===== config.mk =====
export PLATFORM = sky130hd
export DESIGN_NAME = operand_forward_stage
export DESIGN_NICKNAME = d
export VERILOG_FILES = /design/src/rtl/operand_forward_stage_pkg.sv /design/src/rtl/operand_forward_stage_forward_mux.sv /design/src/rtl/operand_forward_stage.sv
export SDC_FILE = /design/constraint.sdc
export NUM_CORES = 1
export LEC_CHECK = 0
export CORE_MARGIN = 8
export CORE_UTILIZATION = 41
export CTS_CLUSTER_SIZE = 20
export DETAILED_ROUTE_END_ITERATION = 10
export PLACE_DENSITY = 0.81
export SLEW_MARGIN = 30
export SYNTH_ARGS = -nofsm -noshare
export SYNTH_HDL_FRONTEND = slang
export SYNTH_SLANG_ARGS = --single-unit

===== constraint.sdc =====
create_clock -name clk -period 2.45 [get_ports clk]
set_input_delay 0.245 -clock clk [delete_from_list [all_inputs] [get_ports clk]]
set_output_delay 0.245 -clock clk [all_outputs]
set_load 0.02 [all_outputs]

===== src/rtl/operand_forward_stage_pkg.sv =====
// Shared pipeline definitions for the operand forwarding stage.
// Holds the PC register index, forward-select encoding and width defaults.
package operand_forward_stage_pkg;

  localparam int DEF_ADDR_WIDTH = 4;
  localparam int DEF_DATA_WIDTH = 32;
  localparam int DEF_CTRL_WIDTH = 16;
  localparam int NUM_SRC        = 3;

  // R15 reads back the program counter and is never a forwarding target.
  localparam int REG_PC = 15;

  typedef enum logic [1:0] {
    FWD_RF  = 2'd0,
    FWD_WB  = 2'd1,
    FWD_MEM = 2'd2,
    FWD_EX  = 2'd3
  } fwd_sel_e;

endpackage


===== src/rtl/operand_forward_stage_forward_mux.sv =====
// Per-operand forwarding mux: picks the youngest in-flight producer of the
// source register, falling back to register-file data.
module forward_mux
  import operand_forward_stage_pkg::*;
#(
  parameter int ADDR_WIDTH = DEF_ADDR_WIDTH,
  parameter int DATA_WIDTH = DEF_DATA_WIDTH
) (
  input  logic [ADDR_WIDTH-1:0] rx,
  input  logic [DATA_WIDTH-1:0] px,
  input  logic [ADDR_WIDTH-1:0] ex_rd,
  input  logic                  ex_le,
  input  logic                  ex_load,
  input  logic [DATA_WIDTH-1:0] ex_result,
  input  logic [ADDR_WIDTH-1:0] mem_rd,
  input  logic                  mem_le,
  input  logic [DATA_WIDTH-1:0] mem_result,
  input  logic [ADDR_WIDTH-1:0] wb_rd,
  input  logic                  wb_le,
  input  logic [DATA_WIDTH-1:0] wb_result,
  output logic [DATA_WIDTH-1:0] operand
);

  fwd_sel_e sel;

  // A load still in EX has no data yet; the hazard logic stalls instead.
  always_comb begin
    sel = FWD_RF;
    if (rx != ADDR_WIDTH'(REG_PC)) begin
      if (ex_le && !ex_load && ex_rd == rx) begin
        sel = FWD_EX;
      end else if (mem_le && mem_rd == rx) begin
        sel = FWD_MEM;
      end else if (wb_le && wb_rd == rx) begin
        sel = FWD_WB;
      end
    end
  end

  always_comb begin
    operand = px;
    case (sel)
      FWD_EX:  operand = ex_result;
      FWD_MEM: operand = mem_result;
      FWD_WB:  operand = wb_result;
      default: operand = px;
    endcase
  end

endmodule


===== src/rtl/operand_forward_stage.sv =====
// Decode-to-execute boundary: forwards operands, detects load-use hazards,
// and holds the ID/EX register plus a saturating stall-cycle counter.
module operand_forward_stage
  import operand_forward_stage_pkg::*;
#(
  parameter int ADDR_WIDTH = DEF_ADDR_WIDTH,
  parameter int DATA_WIDTH = DEF_DATA_WIDTH,
  parameter int CTRL_WIDTH = DEF_CTRL_WIDTH
) (
  input  logic                  clk,
  input  logic                  rst_n,
  input  logic [ADDR_WIDTH-1:0] ra,
  input  logic [ADDR_WIDTH-1:0] rb,
  input  logic [ADDR_WIDTH-1:0] rc,
  input  logic                  use_a,
  input  logic                  use_b,
  input  logic                  use_c,
  input  logic [DATA_WIDTH-1:0] pa,
  input  logic [DATA_WIDTH-1:0] pb,
  input  logic [DATA_WIDTH-1:0] pc,
  input  logic                  id_valid,
  input  logic [CTRL_WIDTH-1:0] id_ctrl,
  input  logic                  flush,
  input  logic [ADDR_WIDTH-1:0] ex_rd,
  input  logic [ADDR_WIDTH-1:0] mem_rd,
  input  logic [ADDR_WIDTH-1:0] wb_rd,
  input  logic                  ex_le,
  input  logic                  mem_le,
  input  logic                  wb_le,
  input  logic                  ex_load,
  input  logic [DATA_WIDTH-1:0] ex_result,
  input  logic [DATA_WIDTH-1:0] mem_result,
  input  logic [DATA_WIDTH-1:0] wb_result,
  output logic                  stall,
  output logic [DATA_WIDTH-1:0] op_a,
  output logic [DATA_WIDTH-1:0] op_b,
  output logic [DATA_WIDTH-1:0] op_c,
  output logic [CTRL_WIDTH-1:0] ex_ctrl,
  output logic                  ex_valid,
  output logic [31:0]           stall_count
);

  logic [ADDR_WIDTH-1:0] src_addr [NUM_SRC];
  logic [DATA_WIDTH-1:0] src_data [NUM_SRC];
  logic [DATA_WIDTH-1:0] resolved [NUM_SRC];
  logic [NUM_SRC-1:0]    src_use;
  logic [NUM_SRC-1:0]    src_hazard;

  logic [DATA_WIDTH-1:0] op_reg  [NUM_SRC];
  logic [DATA_WIDTH-1:0] op_next [NUM_SRC];
  logic [CTRL_WIDTH-1:0] ex_ctrl_reg, ex_ctrl_next;
  logic                  ex_valid_reg, ex_valid_next;
  logic [31:0]           stall_count_reg, stall_count_next;

  assign src_addr[0] = ra;
  assign src_addr[1] = rb;
  assign src_addr[2] = rc;
  assign src_data[0] = pa;
  assign src_data[1] = pb;
  assign src_data[2] = pc;
  assign src_use     = {use_c, use_b, use_a};

  generate
    for (genvar gi = 0; gi < NUM_SRC; gi++) begin : g_src
      forward_mux #(
        .ADDR_WIDTH (ADDR_WIDTH),
        .DATA_WIDTH (DATA_WIDTH)
      ) u_forward_mux (
        .rx         (src_addr[gi]),
        .px         (src_data[gi]),
        .ex_rd      (ex_rd),
        .ex_le      (ex_le),
        .ex_load    (ex_load),
        .ex_result  (ex_result),
        .mem_rd     (mem_rd),
        .mem_le     (mem_le),
        .mem_result (mem_result),
        .wb_rd      (wb_rd),
        .wb_le      (wb_le),
        .wb_result  (wb_result),
        .operand    (resolved[gi])
      );

      // Forwarding ignores use_x; only the hazard check cares whether the source is read.
      assign src_hazard[gi] = src_use[gi] && (src_addr[gi] == ex_rd) &&
                              (src_addr[gi] != ADDR_WIDTH'(REG_PC));
    end
  endgenerate

  assign stall = id_valid && !flush && ex_le && ex_load && (|src_hazard);

  always_comb begin
    ex_valid_next = 1'b0;
    ex_ctrl_next  = '0;
    for (int i = 0; i < NUM_SRC; i++) begin
      op_next[i] = '0;
    end
    if (!flush && !stall) begin
      ex_valid_next = id_valid;
      ex_ctrl_next  = id_ctrl;
      for (int i = 0; i < NUM_SRC; i++) begin
        op_next[i] = resolved[i];
      end
    end
  end

  always_comb begin
    stall_count_next = stall_count_reg;
    if (stall && stall_count_reg != 32'hFFFF_FFFF) begin
      stall_count_next = stall_count_reg + 32'd1;
    end
  end

  always_ff @(posedge clk or negedge rst_n) begin
    if (!rst_n) begin
      ex_valid_reg    <= 1'b0;
      ex_ctrl_reg     <= '0;
      stall_count_reg <= '0;
      for (int i = 0; i < NUM_SRC; i++) begin
        op_reg[i] <= '0;
      end
    end else begin
      ex_valid_reg    <= ex_valid_next;
      ex_ctrl_reg     <= ex_ctrl_next;
      stall_count_reg <= stall_count_next;
      for (int i = 0; i < NUM_SRC; i++) begin
        op_reg[i] <= op_next[i];
      end
    end
  end

  assign op_a        = op_reg[0];
  assign op_b        = op_reg[1];
  assign op_c        = op_reg[2];
  assign ex_ctrl     = ex_ctrl_reg;
  assign ex_valid    = ex_valid_reg;
  assign stall_count = stall_count_reg;

endmodule


### Yosys cells after proc, flatten, opt, wreduce, memory -nomap -nowiden

Cells that the tools add are included.
Widths: inputs -> output; s select.

* register bits after elaboration: 145
* latch bits: 0
* RAM bits: 0
* bits in read-only memories: 0
* input bits: 243
* output and inout port bits: 146
* logic and storage cells: 76
* memories kept: 0

* $add $sub $neg: 1
* multipliers: 0
* div/mod/pow operators: 0
* order comparisons: 0
* equality and inequality tests: 25
* shift operators: 0
* muxes and demuxes: 18
* bitwise logic cells: 0
* reduce and logical (&&, ||, !) cells: 26

Operators by type and width (count)
* $pmux 32 s3: 3
* $mux 96: 1
* $eq 4x4->1: 12
* $add 32x1->32 const B: 1
* $ne 32x32->1 const B: 1
* $logic_and 1x1->1: 22
* $mux 2: 9
* $mux 16: 1
* $eq 2x2->1 const B: 6
* $ne 4x4->1 const B: 3
* $eq 2x1->1 const B: 3
* $mux 1: 4
* $logic_not 1->1: 3
* $reduce_or 3->1: 1

### Depth between registers and ports, before layout

* word-level depth: 9
* gate-level depth with buffers: 9

### Modules after synthesis

A second synthesis with hierarchy kept.

* cells, all modules: 1189
* area total of the unflattened synthesis: 10856.7 sq um

Modules (own cells, without submodules)
* forward_mux: times used 3, cells an instance 258, area each 1831.8 sq um, seq. area each 0.0 sq um
* operand_forward_stage: times used 1, cells an instance 415, area each 5361.4 sq um, seq. area each 3628.5 sq um

### Least setup slack after synthesis

Ideal clock, no wire load.

* path kind: register to register
* start point: register stall_count_reg[10], in the netlist stall_count[10]
* end point: register stall_count_reg[13], in the netlist stall_count[13]
* data arrival time: 1955 ps
* path slack: 357 ps
* stages on the path, launching flop included: 8
* buffers on the path: 2
* period minus slack after synthesis: 2093 ps
* cell sequence: dfrtp_1 -> nand4_1 -> or3_4 -> nor4_4 -> buf_6 -> buf_4 -> nor4_1 -> xor2_1

* longest elaborated chain between the ends: 2

Ends and longest elaborated chain
* start: declaration: RTL line operand_forward_stage.sv:53 `logic [31:0] stall_count_reg, stall_count_next;`
* start signal: assignment: RTL line operand_forward_stage.sv:125 `stall_count_reg <= stall_count_next;`
* branches (longest 2 deep; another with $add 32x1->32)

Several ways; the timed one is not identified.
A chain may end at the register's enable or synchronous reset.

==> impl_metrics.env <==
export IMPL_max_stage_delay_ns=0.53
export IMPL_root_buffer="clkbuf_16"
export IMPL_drt_pre_antenna_iters=6
export IMPL_placed_cells=1440
export IMPL_dp_hpwl_mm=28.93
export IMPL_synth_area_sq_um=7874
export IMPL_drc=0
export IMPL_synth_edff_count=0
export IMPL_cts_buffer_depth=2
export IMPL_period_minus_slack_ns=2.349
export IMPL_rr_worst_depth=7
export IMPL_hold_viol=0
export IMPL_drive_gt1_share_pct=11.62
export IMPL_crit_chain="clkdlybuf4s50_1 > xor2_1 > nor4_1 > o211ai_1 > nand3_1 > buf_12 > buf_12 > o22ai_1 > a211oi_1"
export IMPL_cts_buffers=17
export IMPL_post_route_period_util_pct=95.87
export IMPL_grt_pass1_vias=9388
export IMPL_cts_tree="built"
export IMPL_design_die_area_sq_um=23900
export IMPL_slew_viol_final=0
export IMPL_routedWlPerCell_microns=25.44
export IMPL_worst_skew_pair_late_latency_ns=0.43
export IMPL_setup_violations=0
export IMPL_n_fill_cell=1427
export IMPL_min_path_type="in2async"
export IMPL_via_per_inst=6.089
export IMPL_start_kind="primary input"
export IMPL_wirelength_mm=37.56
export IMPL_p_leak_uw=0.005426
export IMPL_port_buffers=388
export IMPL_post_cts_buffers=0
export IMPL_synth_top_family_by_area="compound AO/OA/AOI/OAI gates"
export IMPL_rsz0062_at_grt="false"
export IMPL_grt_pass1_wl_mm=56.37
export IMPL_power_density_nw_per_um2=524.6
export IMPL_r2r_setup_slack_ns=0.32
export IMPL_vdd_ir_drop_max_mv=0.4908
export IMPL_status="finished clean"
export IMPL_tightest_slew_ns=0.5755
export IMPL_gp_congestion=0.9657
export IMPL_seq_area_frac_synth_pct=46.08
export IMPL_fmax_mhz=425.7
export IMPL_vias=8987
export IMPL_rr_endpoint="stall_count[10]"
export IMPL_reg2reg_from="stall_count[11]"
export IMPL_area_growth_syn_to_layout_pct=69.05
export IMPL_yosysMostFrequentCell="dfrtp_1"
export IMPL_drt_iter0_markers=796
export IMPL_cts_clk_slew_worst_paths_ns=0.07
export IMPL_synth_compound_area_share_pct=27.70
export IMPL_synth_area_top_cells="dfrtp_1 (46%), a211oi_1 (5.3%), a21oi_1 (4.2%)"
export IMPL_worstPathRequired_ns=2.76
export IMPL_crit_top_cell="buf_12"
export IMPL_layout_cells_non_filler=1476
export IMPL_cp_data_arrival_time_ns=2.66
export IMPL_synthMuxAreaShare_pct=0.1907
export IMPL_tns_ns=0
export IMPL_fin_skew_ns=0.01522
export IMPL_cts_sinks=145
export IMPL_grt_antenna_before_repair=4
export IMPL_seq_area_sq_um=3628
export IMPL_netlist_top_cells_count="dfrtp_1 (145), a21oi_1 (66), a211oi_1 (56)"
export IMPL_synth_net_count=1051
export IMPL_start_util_pct=41.95
export IMPL_antenna_left=0
export IMPL_yosys_area_share_xor_xnor_pct=7.119
export IMPL_cpLargestDelayFamily="buffers and inverters"
export IMPL_grt_max_degree=72
export IMPL_row_count=50
export IMPL_maxCapViolCount=0
export IMPL_criticalPathCategory="in2reg"
export IMPL_ioPinCount=389
export IMPL_yosysWarnings=0
export IMPL_htree_num_levels=4
export IMPL_syn_avg_cell_area_sq_um=9.757
export IMPL_multi_input_area_sq_um=3971
export IMPL_async_reset_ff_share_pct=100.0
export IMPL_synth_distinct_cells=55
export IMPL_die_h_microns=154.6
export IMPL_yosysTopAreaCell="dfrtp_1"
export IMPL_cp_max_fo=14
export IMPL_synth_cells=807
export IMPL_synthAdderAreaFrac_pct=0.1589
export IMPL_slew_headroom_pct=61.53
export IMPL_cp_slowest_cell="clkdlybuf4s50_1"
export IMPL_synth_main_ff_cell="dfrtp_1"
export IMPL_core_sq_um=18770
export IMPL_fin_nets=1470
export IMPL_yosysTopAreaCellShare_pct=46.08
export IMPL_grt_ovfl_total=0
export IMPL_synth_seq_cells=145
export IMPL_die_w_microns=154.6
export IMPL_path_buf_inv=3
export IMPL_yosys_area_share_simple_pct=14.62
export IMPL_grt_usage_pct=30.83
export IMPL_endpoint_kind="register"
## cell usage in the layout, fill, tap and decap left out, types with 32 or more instances in the layout
cell type	n
clkdlybuf4s50_1	385
dfrtp_1	145
a21oi_1	66
buf_4	63
a211oi_1	56
nand2_1	50
nor2_1	48
xor2_1	34
o221ai_1	32
a22oi_1	32
o22ai_1	32
a221o_1	32
## worst reg2reg max path: cells and delay by family, from the launching register on
| kind | cells | cell delay, ns |
|---|---|---|
| simple gates | 5 | 1.13 |
| flops | 1 | 0.46 |
| buf+inv | 1 | 0.26 |
| xor+xnor | 1 | 0.15 |
## cell families after synthesis
| kind of cell | count (synthesis) |
|---|---|
| flip-flops | 145 |
| AND/OR/NAND/NOR | 218 |
| adder cells (fa/ha/maj) | 1 |
| buffers and inverters | 75 |
| AO/OA/AOI/OAI | 303 |
| multiplexers | 1 |
| XOR/XNOR | 64 |
## power by group
group          switching [uW]  internal [uW]  total, uW  leakage (uW)
Combinational             828            885       1710       0.00325
Clock                    1150           1530       2670      0.000280
Sequential               58.6           2540       2600       0.00190
## layer usage
layer | up-vias | track usage, % | routed length (microns)
li1 | 3931 | - | -
met4 | 2 | 13.86 | 1509
met2 | 604 | 52.44 | 18750
met3 | 100 | 9.083 | 3643
met5 | - | 0 | 13
met1 | 4350 | 35.34 | 13640
## what timing repair did
item	4_1_cts	5_1_grt
pin swaps	0	1
endpoints found under the hold margin	51	0
gates cloned	0	0
resized for setup	1	1
hold buffers	1	0
endpoints found under the setup margin	1	1
## layout make-up
cell class	instances	area share, %
clock buffers	17	3.196
flip-flops and latches	145	27.26
repair buffers	474	36.13
multi-input cells	587	29.84
diodes	3	0.05640
well taps	234	2.200
inverters	1	0.02820
clock inverters	15	1.288
## metrics by stage
stage / total power [uW] / hold slack [ns] / cell area (sq um) / util (%) / setup WS, ns
floorplan: 3222 / -0.05059 / 7874 / - / 0.3569
global placement: 4321 / 0.2491 / 12690 / 67.64 / -0.1708
CTS: 7007 / 0.3407 / 13300 / 70.87 / 0.1233
global route: 7220 / 0.3564 / 13310 / 70.92 / 0.01051
detailed placement: 4340 / 0.2574 / 12690 / 67.64 / -0.2287
finish: 6982 / 0.3440 / 13310 / 70.92 / 0.1011
## worst max-delay path by stage
stage / from / cells after the start / endpoint / slack, ns
floorplan: stall_count[10] / 7 / stall_count[13] / 0.36
global placement: rb[0] / 7 / op_b[20] / -0.17
detailed placement: rb[0] / 7 / op_b[17] / -0.23
CTS: ex_rd[0] / 7 / stall / 0.12
global route: rb[0] / 9 / op_b[26] / 0.01
finish: rb[0] / 9 / op_b[13] / 0.10
(Power assumes the default switching activity.)
